===== config.mk =====
export PLATFORM = sky130hd
export DESIGN_NAME = led_counter_flat
export DESIGN_NICKNAME = d
export VERILOG_FILES = /design/src/rtl/led_counter_if.sv /design/src/rtl/led_counter.sv /design/src/flat_wrapper.sv
export SDC_FILE = /design/constraint.sdc
export NUM_CORES = 1
export LEC_CHECK = 0
export ABC_CLOCK_PERIOD_IN_PS = 4300
export BUFFER_PORTS_ARGS = -buffer_cell sky130_fd_sc_hd__buf_2
export CORE_MARGIN = 2
export CORE_UTILIZATION = 50
export CTS_CLUSTER_DIAMETER = 150
export DETAILED_ROUTE_END_ITERATION = 8
export GPL_TIMING_DRIVEN = 0
export PLACE_DENSITY = 0.79
export SETUP_SLACK_MARGIN = 0.5
export SKIP_LAST_GASP = 1
export SLEW_MARGIN = 20
export SYNTH_ARGS = -nofsm -noshare
export SYNTH_HDL_FRONTEND = slang
export SYNTH_SLANG_ARGS = --single-unit
export TNS_END_PERCENT = 50

===== constraint.sdc =====
create_clock -name clk -period 4.3 [get_ports clk]
set_clock_uncertainty 0.2 [all_clocks]
set_input_delay 0.215 -clock clk [delete_from_list [all_inputs] [get_ports clk]]
set_output_delay 0.215 -clock clk [all_outputs]
set_load 0.01 [all_outputs]

===== src/rtl/led_counter_if.sv =====
// LED counter output bundle: registered LED value and the once-per-period tick.
interface led_counter_if #(
    parameter int WIDTH = 8
);
    logic [WIDTH-1:0] leds;
    logic             tick;

    modport master (output leds, output tick);
    modport slave  (input  leds, input  tick);
endinterface


===== src/rtl/led_counter.sv =====
// Free-running LED counter: a prescaler divides clk to one tick per CLK_FREQ cycles, each tick advances leds.
// Define LED_COUNTER_SATURATE_EN to make leds stop at all-ones instead of wrapping.
module led_counter #(
    parameter int CLK_FREQ = 50_000_000,
    parameter int WIDTH    = 8
) (
    input  logic            clk,
    input  logic            rst,
    led_counter_if.master   led_bus
);
    localparam int PW = (CLK_FREQ > 1) ? $clog2(CLK_FREQ) : 1;
    localparam logic [PW-1:0] PRESC_MAX = PW'(CLK_FREQ - 1);

    logic [PW-1:0]    presc_q, presc_d;
    logic [WIDTH-1:0] leds_q, leds_d;
    logic             tick_q, tick_d;
    logic             wrap;

    always_comb begin
        wrap    = (presc_q == PRESC_MAX);
        presc_d = wrap ? '0 : presc_q + PW'(1);
        tick_d  = wrap;
        leds_d  = leds_q;
        if (wrap) begin
`ifdef LED_COUNTER_SATURATE_EN
            // All LEDs on is a terminal state until the next reset.
            if (leds_q != '1) begin
                leds_d = leds_q + WIDTH'(1);
            end
`else
            leds_d = leds_q + WIDTH'(1);
`endif
        end
    end

    always_ff @(posedge clk or posedge rst) begin
        if (rst) begin
            presc_q <= '0;
            leds_q  <= '0;
            tick_q  <= 1'b0;
        end else begin
            presc_q <= presc_d;
            leds_q  <= leds_d;
            tick_q  <= tick_d;
        end
    end

    assign led_bus.leds = leds_q;
    assign led_bus.tick = tick_q;
endmodule


===== src/flat_wrapper.sv =====
// flat-port wrapper written by rule: the top's interface ports become plain ports
module led_counter_flat 
#(
    parameter int CLK_FREQ = 50_000_000,
    parameter int WIDTH    = 8
)
  (clk, rst, led_bus_leds, led_bus_tick);
  led_counter_if #(.WIDTH(WIDTH)) led_bus_i ();
  input  logic clk;
  input  logic rst;
  output wire logic [$bits(led_bus_i.leds)-1:0] led_bus_leds;
  output wire logic [$bits(led_bus_i.tick)-1:0] led_bus_tick;
  assign led_bus_leds = led_bus_i.leds;
  assign led_bus_tick = led_bus_i.tick;
  led_counter #(.CLK_FREQ(CLK_FREQ), .WIDTH(WIDTH)) u_core (.clk(clk), .rst(rst), .led_bus(led_bus_i));
endmodule

Yosys cells after proc, flatten, opt, wreduce, memory -nomap -nowiden
Index checks and enable logic that the tools add are counted.

word-level totals
  input bits = 2
  output and inout port bits = 9
  word-level logic and storage cells = 7
  register bits after elaboration = 35

operators by class
  mux-type cells = 1
  equality and inequality tests = 1
  $add $sub $neg = 2

operators by type and width
  operator                                                         number
  26-bit by 1-bit adder with 26-bit output, second input constant  1
  26-bit equality test, second input constant                      1
  26-bit 2-to-1 mux                                                1
  8-bit by 1-bit adder with 8-bit output, second input constant    1

Logic depth before layout (Yosys ltp)
Gate-level depths: netlist (run 1).

  depth after elaboration = 2
  depth in mapped cells = 7
  mapped depth without buffers = 5

Least setup slack after synthesis (run 1)
Ideal clock, no wire load.

  path kind = register -> register
  start = register u_core.presc_q[0]
  end = register u_core.leds_q[1], in the netlist u_core.led_bus.leds[1]
  required time = 3975 ps
  data arrival time = 1777 ps
  cell stages (with the launch flop) = 7
  path buffers = 1
  setup slack = 2198 ps
  period minus slack after synthesis = 2102 ps
  setup time = 125 ps
  cell sequence = dfrtp_1 ha_1 nand3_2 or3_1 buf_6 nor2_2 mux2_2

between the ends
  word-level cells in the longest chain between the ends = 1

ends and longest elaborated chain
  what                    line               RTL
  from (decl)             led_counter.sv:14  logic [PW-1:0] presc_q, presc_d;
  from (signal assigned)  led_counter.sv:42  presc_q <= presc_d;
  26-bit equality test    led_counter.sv:20  wrap = (presc_q == PRESC_MAX);
  to (signal assigned)    led_counter.sv:43  leds_q <= leds_d;
  to (decl)               led_counter.sv:15  logic [WIDTH-1:0] leds_q, leds_d;

No other way between the ends.
A chain may end at the register's enable or synchronous reset.

Final worst setup path (run 1)
  start = register u_core.presc_q[9]
  end = register u_core.leds_q[1], in the netlist u_core.led_bus.leds[1]

Same word-level chain as after synthesis.

==> metrics.txt, run 1 <==
outcome complete, no violations; drt drc 0; DP HPWL about 2300 um; syn_area_per_cell approximately 11 um2; main combinational cell family by area after synthesis simple AND/OR/NAND/NOR gates; Total GRT Usage between 15 and 20%; HP Class reg -> reg; number of max-cap violations 0; Initial DRC Count 45; Post-Syn Nets about 170; FP Rows 21; P&R area growth vs syn 9.87%; Setup crit end kind register; Skew-Pair Late Insertion Delay approximately 0.34 ns; Area contributors post-synth dfrtp_1 52%, xnor2_1 6.2%, xor2_1 5.7%, nand4_1 3.7%, nor2_1 2.9%; Hold Violations, Final 0; part of the cycle the worst path needs between 50% and 60%; library cells used by synthesis 33; Final TNS setup 0 ns; post-synthesis mux area share under 10%; required time worst endpoint 4.34 ns; VDD IR max roughly 0.22 mV; Final Util between 50% and 60%; Post-Syn Instances roughly 160; clock sink total 35; yosys warns 0; share of cells above drive strength 1 between 10 and 15%; PwrDens around 270 mW/mm2; Crit Path Class reg -> reg; post-CTS resize count 0; startpoint types register; fin. max-slew vios 0; Longest Clk Path Bufs 2; Die Y between 60 and 70 um; Antenna Cells 0; vias post-DR between 1,000 and 1,500; clock tree root driver cell clkbuf_4; vias in the first global route between 1,000 and 1,500; Yosys top cell by area dfrtp_1; Peak Freq about 0.41 GHz; final setup fails 0; post-synthesis sequential area ratio 51.5%; first-pass GRT wire length just under 6000 um; prevailing post-synth register cell dfrtp_1; htree depth 2; crit path time final 2.44 ns; Post-synth EDFFs 0; Post-Synth XOR/XNOR Area between 10% and 20%; commonest non-fill, non-tap cell in the layout dfrtp_1; Fin Hold WS between 0.2 and 0.3 ns; Routed WL roughly 3300 um; slew of the pin with the lowest slew margin just over 0.7 ns; Clk pin slew, worst setup/hold paths roughly 0.10 ns; # nets final 183; Slew HR between 50% and 60%; total iterations of the first detailed-routing run 4; die area slightly below 0.004 mm2; Synth Area in Simple Gates about 25%; vias per cell 5.77; crit path DAT 2.48 ns; total CTS buffers 5; Post-DRT Antenna Nets 0; IO Port Bufs 10; top cell type's share of synthesized area between 50% and 60%; commonest cells after routing, fill and taps aside 35 x dfrtp_1, 13 x nor2_1, 12 x xnor2_1; Syn Std Cell Area between 0.0015 and 0.002 mm2; largest net degree at the start of global routing 36; fraction of registers with async set/reset 100%; FF+latch count, synth 35; complex-gate fraction of the synthesized area 4.71%; CTS tree yes; routability cong. ~0.96; WL per Instance roughly 15 um; Post-Synth Adder-Cell Area 1.47%; initial antenna violation count 0; unrepaired setup endpoints after global routing no; CORE AREA 0.00331 mm2; leak pwr 0.000851 uW; Chip Width between 60 and 70 um; grt total ovfl 0; Starting Density between 50% and 60%; I/O pin cnt 11; crit path max fanout 10
==> final timing paths <==
check,startpoint,cells past startpoint,to,slack (ns)
min in group asynchronous,rst,3,u_core.presc_q[5],0.32
setup reg to reg,u_core.presc_q[9],4,u_core.led_bus.leds[1],1.86
hold reg to reg,u_core.led_bus.leds[7],1,u_core.led_bus.leds[7],0.27
hold / removal,u_core.led_bus.leds[7],1,u_core.led_bus.leds[7],0.27
setup / recovery,u_core.presc_q[9],4,u_core.led_bus.leds[1],1.86
max in group asynchronous,rst,3,u_core.presc_q[20],3.12
==> logic make-up (layout without fill, tap and decap cells) <==
group,Yosys count,after routing
flip-flops,35,35
AND/OR/NAND/NOR,75,75
buffers and inverters,9,28
XOR/XNOR,23,23
multiplexers,4,4
adder cells (fa/ha/maj),2,2
AO/OA/AOI/OAI,13,13
==> report_power, final <==
part,switching (uW),internal (uW)
Sequential,0,329
Combinational,6.20,0.997
Clock,107,63.7
Total,113,394
==> final cells by class <==
class                           count  area [um2]
Fill cell                         297        1440
Sequential cell                    35         876
Multi-Input combinational cell    117         777
Timing Repair Buffer               11        60.1
Tap cell                           46        57.6
Clock buffer                        7        45.0
Buffer                              3        23.8
Inverter                            6        22.5
Clock inverter                      1        5.00
==> cell usage after synthesis (5+ instances only) <==
master and instances:
nor2_1 13, inv_1 6, nor4_1 7, nand4_1 10
nand2_1 10, nand3_1 9, a21oi_1 5, xor2_1 11
xnor2_1 12, nor3_1 6, dfrtp_1 35
==> state kept, by name (all words and copies together) (netlist names) <==
signal	count
u_core.led_bus.leds	8
u_core.led_bus.tick	1
u_core.presc_q	26
==> critical path: stages (launching register included) <==
cell and delay (ns):
dfrtp_1 0.47, nor4b_1 0.38, nand4b_1 0.44, nor2_2 0.46, mux2_2 0.38
==> per-stage QoR <==
step	area (um2)	worst slack [ns]	total power (uW)	instances
floorplan	1700	2.20	340	161
global placement	1810	1.95	342	217
detailed placement	1810	1.88	342	217
CTS	1870	1.87	511	226
global route	1870	1.71	531	226
finish	1870	1.86	506	226
==> routing by layer <==
metal  wire (um)  part of all wire, %  track usage, %
met1        1520                   46            25.9
met4          44                  1.3            8.61
met3         162                  4.9            6.70
met5           0                    0               0
met2        1560                   47            29.8
==> what timing repair did <==
item	CTS	global route
buffers inserted	0	0
setup endpoints to repair	0	0
endpoints found under the hold margin	35	0
hold buffers	1	0
No activity file was read; power rests on OpenSTA's default activity.
==> inputs of run 2 (changes only) <==
Settings changed: ABC_CLOCK_PERIOD_IN_PS 4300 to 2170, PLACE_DENSITY 0.79 to 0.81.
Clock period 4.3 ns to 2.17 ns, I/O delays scaled along.
==> run 2 against run 1 <==
Effect of this change: die area is the same; sequential share of layout area fell by 9.3 points; highest routed layer unchanged; final area grew 26%; via count is 30% higher; sequential cell count is the same; clock power grew 100%; total power rose by 100%.
==> metrics.txt, run 2 (synthesized netlist as in run 1, its figures left out) <==
outcome complete, no violations (unchanged); Crit Path Class reg -> reg (unchanged); commonest non-fill, non-tap cell in the layout buf_4 (was dfrtp_1); largest net degree at the start of global routing 36 (unchanged); Antenna Cells 0 (unchanged); Finished Layout Cells 262 (was 226); IO Port Bufs 10 (unchanged); Post-DRT Antenna Nets 0 (unchanged); I/O pin cnt 11 (unchanged); cells along the critical path nand4_4 > or3_4 > buf_6 > nor4_2 > mux2i_1 (was nor4b_1 > nand4b_1 > nor2_2 > mux2_2); htree depth 2 (unchanged); clock sink total 35 (unchanged); crit path time final 2.06 ns (was 2.44 ns); Peak Freq 0.485 GHz (was 0.409 GHz); final setup fails 0 (unchanged); slew of the pin with the lowest slew margin 0.723 ns (was 0.704 ns); fin. max-slew vios 0 (unchanged); total CTS buffers 5 (unchanged); slowest CP cell dfrtp_1 (unchanged); Routed WL 5750 um (was 3280 um); # fillers 204 (was 297); drt drc 0 (unchanged); top cell family by delay on the critical path simple AND/OR/NAND/NOR gates (unchanged); DP HPWL 2270 um (was 2330 um); share of cells above drive strength 1 44.4% (was 14.4%); FP Rows 21 (unchanged); Die Y 62.3 um (unchanged); clock tree root driver cell clkbuf_4 (unchanged); Starting Density 51.3% (unchanged); vias in the first global route 1,549 (was 1,290); Slew HR 51.7% (was 53.0%); WL per Instance 22.0 um (was 14.5 um); # nets final 219 (was 183); number of max-cap violations 0 (unchanged); Hold Violations, Final 0 (unchanged); CTS tree yes (unchanged); Power, Total 1010 uW (was 506 uW); P&R area growth vs syn 39.0% (was 9.87%); leak pwr 0.00109 uW (was 0.000851 uW); vias per cell 6.45 (was 5.77); unrepaired setup endpoints after global routing yes (was no); crit path max fanout 5 (was 10); crit path DAT 2.11 ns (was 2.48 ns); Top reg by flops u_core.presc_q (unchanged); Initial DRC Count 136 (was 45); routability cong. 0.906 (was 0.963); Buf/Inv on CP 1 (was 0); Worst path max stage delay 0.56 ns (was 0.47 ns); grt total ovfl 0 (unchanged); die area 0.00388 mm2 (unchanged); Placed Instances 217 (unchanged); commonest cells after routing, fill and taps aside 32 x buf_4, 26 x dfrtp_1, 12 x nor2_1, 12 x xnor2_1 (was 35 x dfrtp_1, 13 x nor2_1, 12 x xnor2_1); max FFs per register 26 (unchanged); required time worst endpoint 2.21 ns (was 4.34 ns); Clk pin slew, worst setup/hold paths 0.11 ns (was 0.10 ns); Setup crit end kind register (unchanged); total iterations of the first detailed-routing run 4 (unchanged); PwrDens 430 mW/mm2 (was 271 mW/mm2); VDD IR max 0.480 mV (was 0.221 mV); HP Class in -> async (was reg -> reg); CORE AREA 0.00331 mm2 (unchanged); Longest Clk Path Bufs 2 (unchanged); first-pass GRT wire length 7650 um (was 5950 um); part of the cycle the worst path needs 95.1% (was 56.8%); initial antenna violation count 0 (unchanged); Skew-Pair Late Insertion Delay 0.35 ns (was 0.34 ns); startpoint types register (unchanged); Chip Width 62.3 um (unchanged); Total GRT Usage 25.5% (was 19.7%); vias post-DR 1,691 (was 1,303)
[run 2: cell types whose count changed in the layout (fill, tap and decap cells not counted), sizes merged]
| cell | change |
|---|---|
| buf | +36 |
[run 2: layer usage]
metal | wire [um] | global-route usage (%) | up-vias
li1 | - | - | 692
met1 | 2130 | 30.4 | 837
met2 | 2740 | 43.1 | 117
met3 | 517 | 6.52 | 45
met4 | 369 | 12.5 | 0
met5 | 0 | 0 | -
[run 2: metrics by stage]
step                      TNS [ns]  worst slack [ns]  area [um2]  util, %  hold slack [ns]
after global routing             0            0.0590        2360     71.3            0.312
after CTS                        0             0.173        2160     65.1            0.247
after detailed placement    -0.918            -0.152        1810     54.8           0.0665
after floorplan                  0             0.150        1710        -           0.0628
final                            0             0.106        2360     71.3            0.230
after global placement      -0.412            -0.112        1810     54.8            0.254
[run 2: worst register-to-register path, stage by stage (launching register included)]
cell	delay (ns)
dfrtp_1	0.56
nand4_4	0.12
or3_4	0.37
buf_6	0.15
nor4_2	0.28
mux2i_1	0.29
[run 2: worst paths after layout]
check                                       start                      to  slack, ns  depth (start not counted)
min                                           rst      u_core.presc_q[21]       0.23                          3
min reg2reg                u_core.led_bus.leds[7]  u_core.led_bus.leds[7]       0.29                          1
max in group asynchronous                     rst       u_core.presc_q[2]       1.02                          3
max reg2reg                     u_core.presc_q[3]      u_core.presc_q[23]       0.11                          5
max                             u_core.presc_q[3]      u_core.presc_q[23]       0.11                          5
min in group clk           u_core.led_bus.leds[7]  u_core.led_bus.leds[7]       0.29                          1
[run 2: final cells by class]
cell class,count,area [um2],area share (%)
inverters,6,22.5,0.954
flip-flops and latches,35,887,37.6
clock inverters,1,5.00,0.212
well taps,46,57.6,2.44
multi-input cells,117,971,41.1
repair buffers,47,339,14.4
clock buffers,7,45.0,1.91
plain buffers,3,33.8,1.43
[run 2: where the power goes]
part	switching (uW)	internal [uW]
clock	221	126
combinational	12.9	1.99
sequential	0	652
[run 2: timing repair]
item / 4_1_cts / 5_1_grt
pin swaps: 12 / 11
hold buffers: 1 / 0
gates resized for setup: 24 / 26
buffers inserted: 22 / 13
setup endpoints to repair: 30 / 31
gates cloned: 1 / 0
hold endpoints to repair: 35 / 0
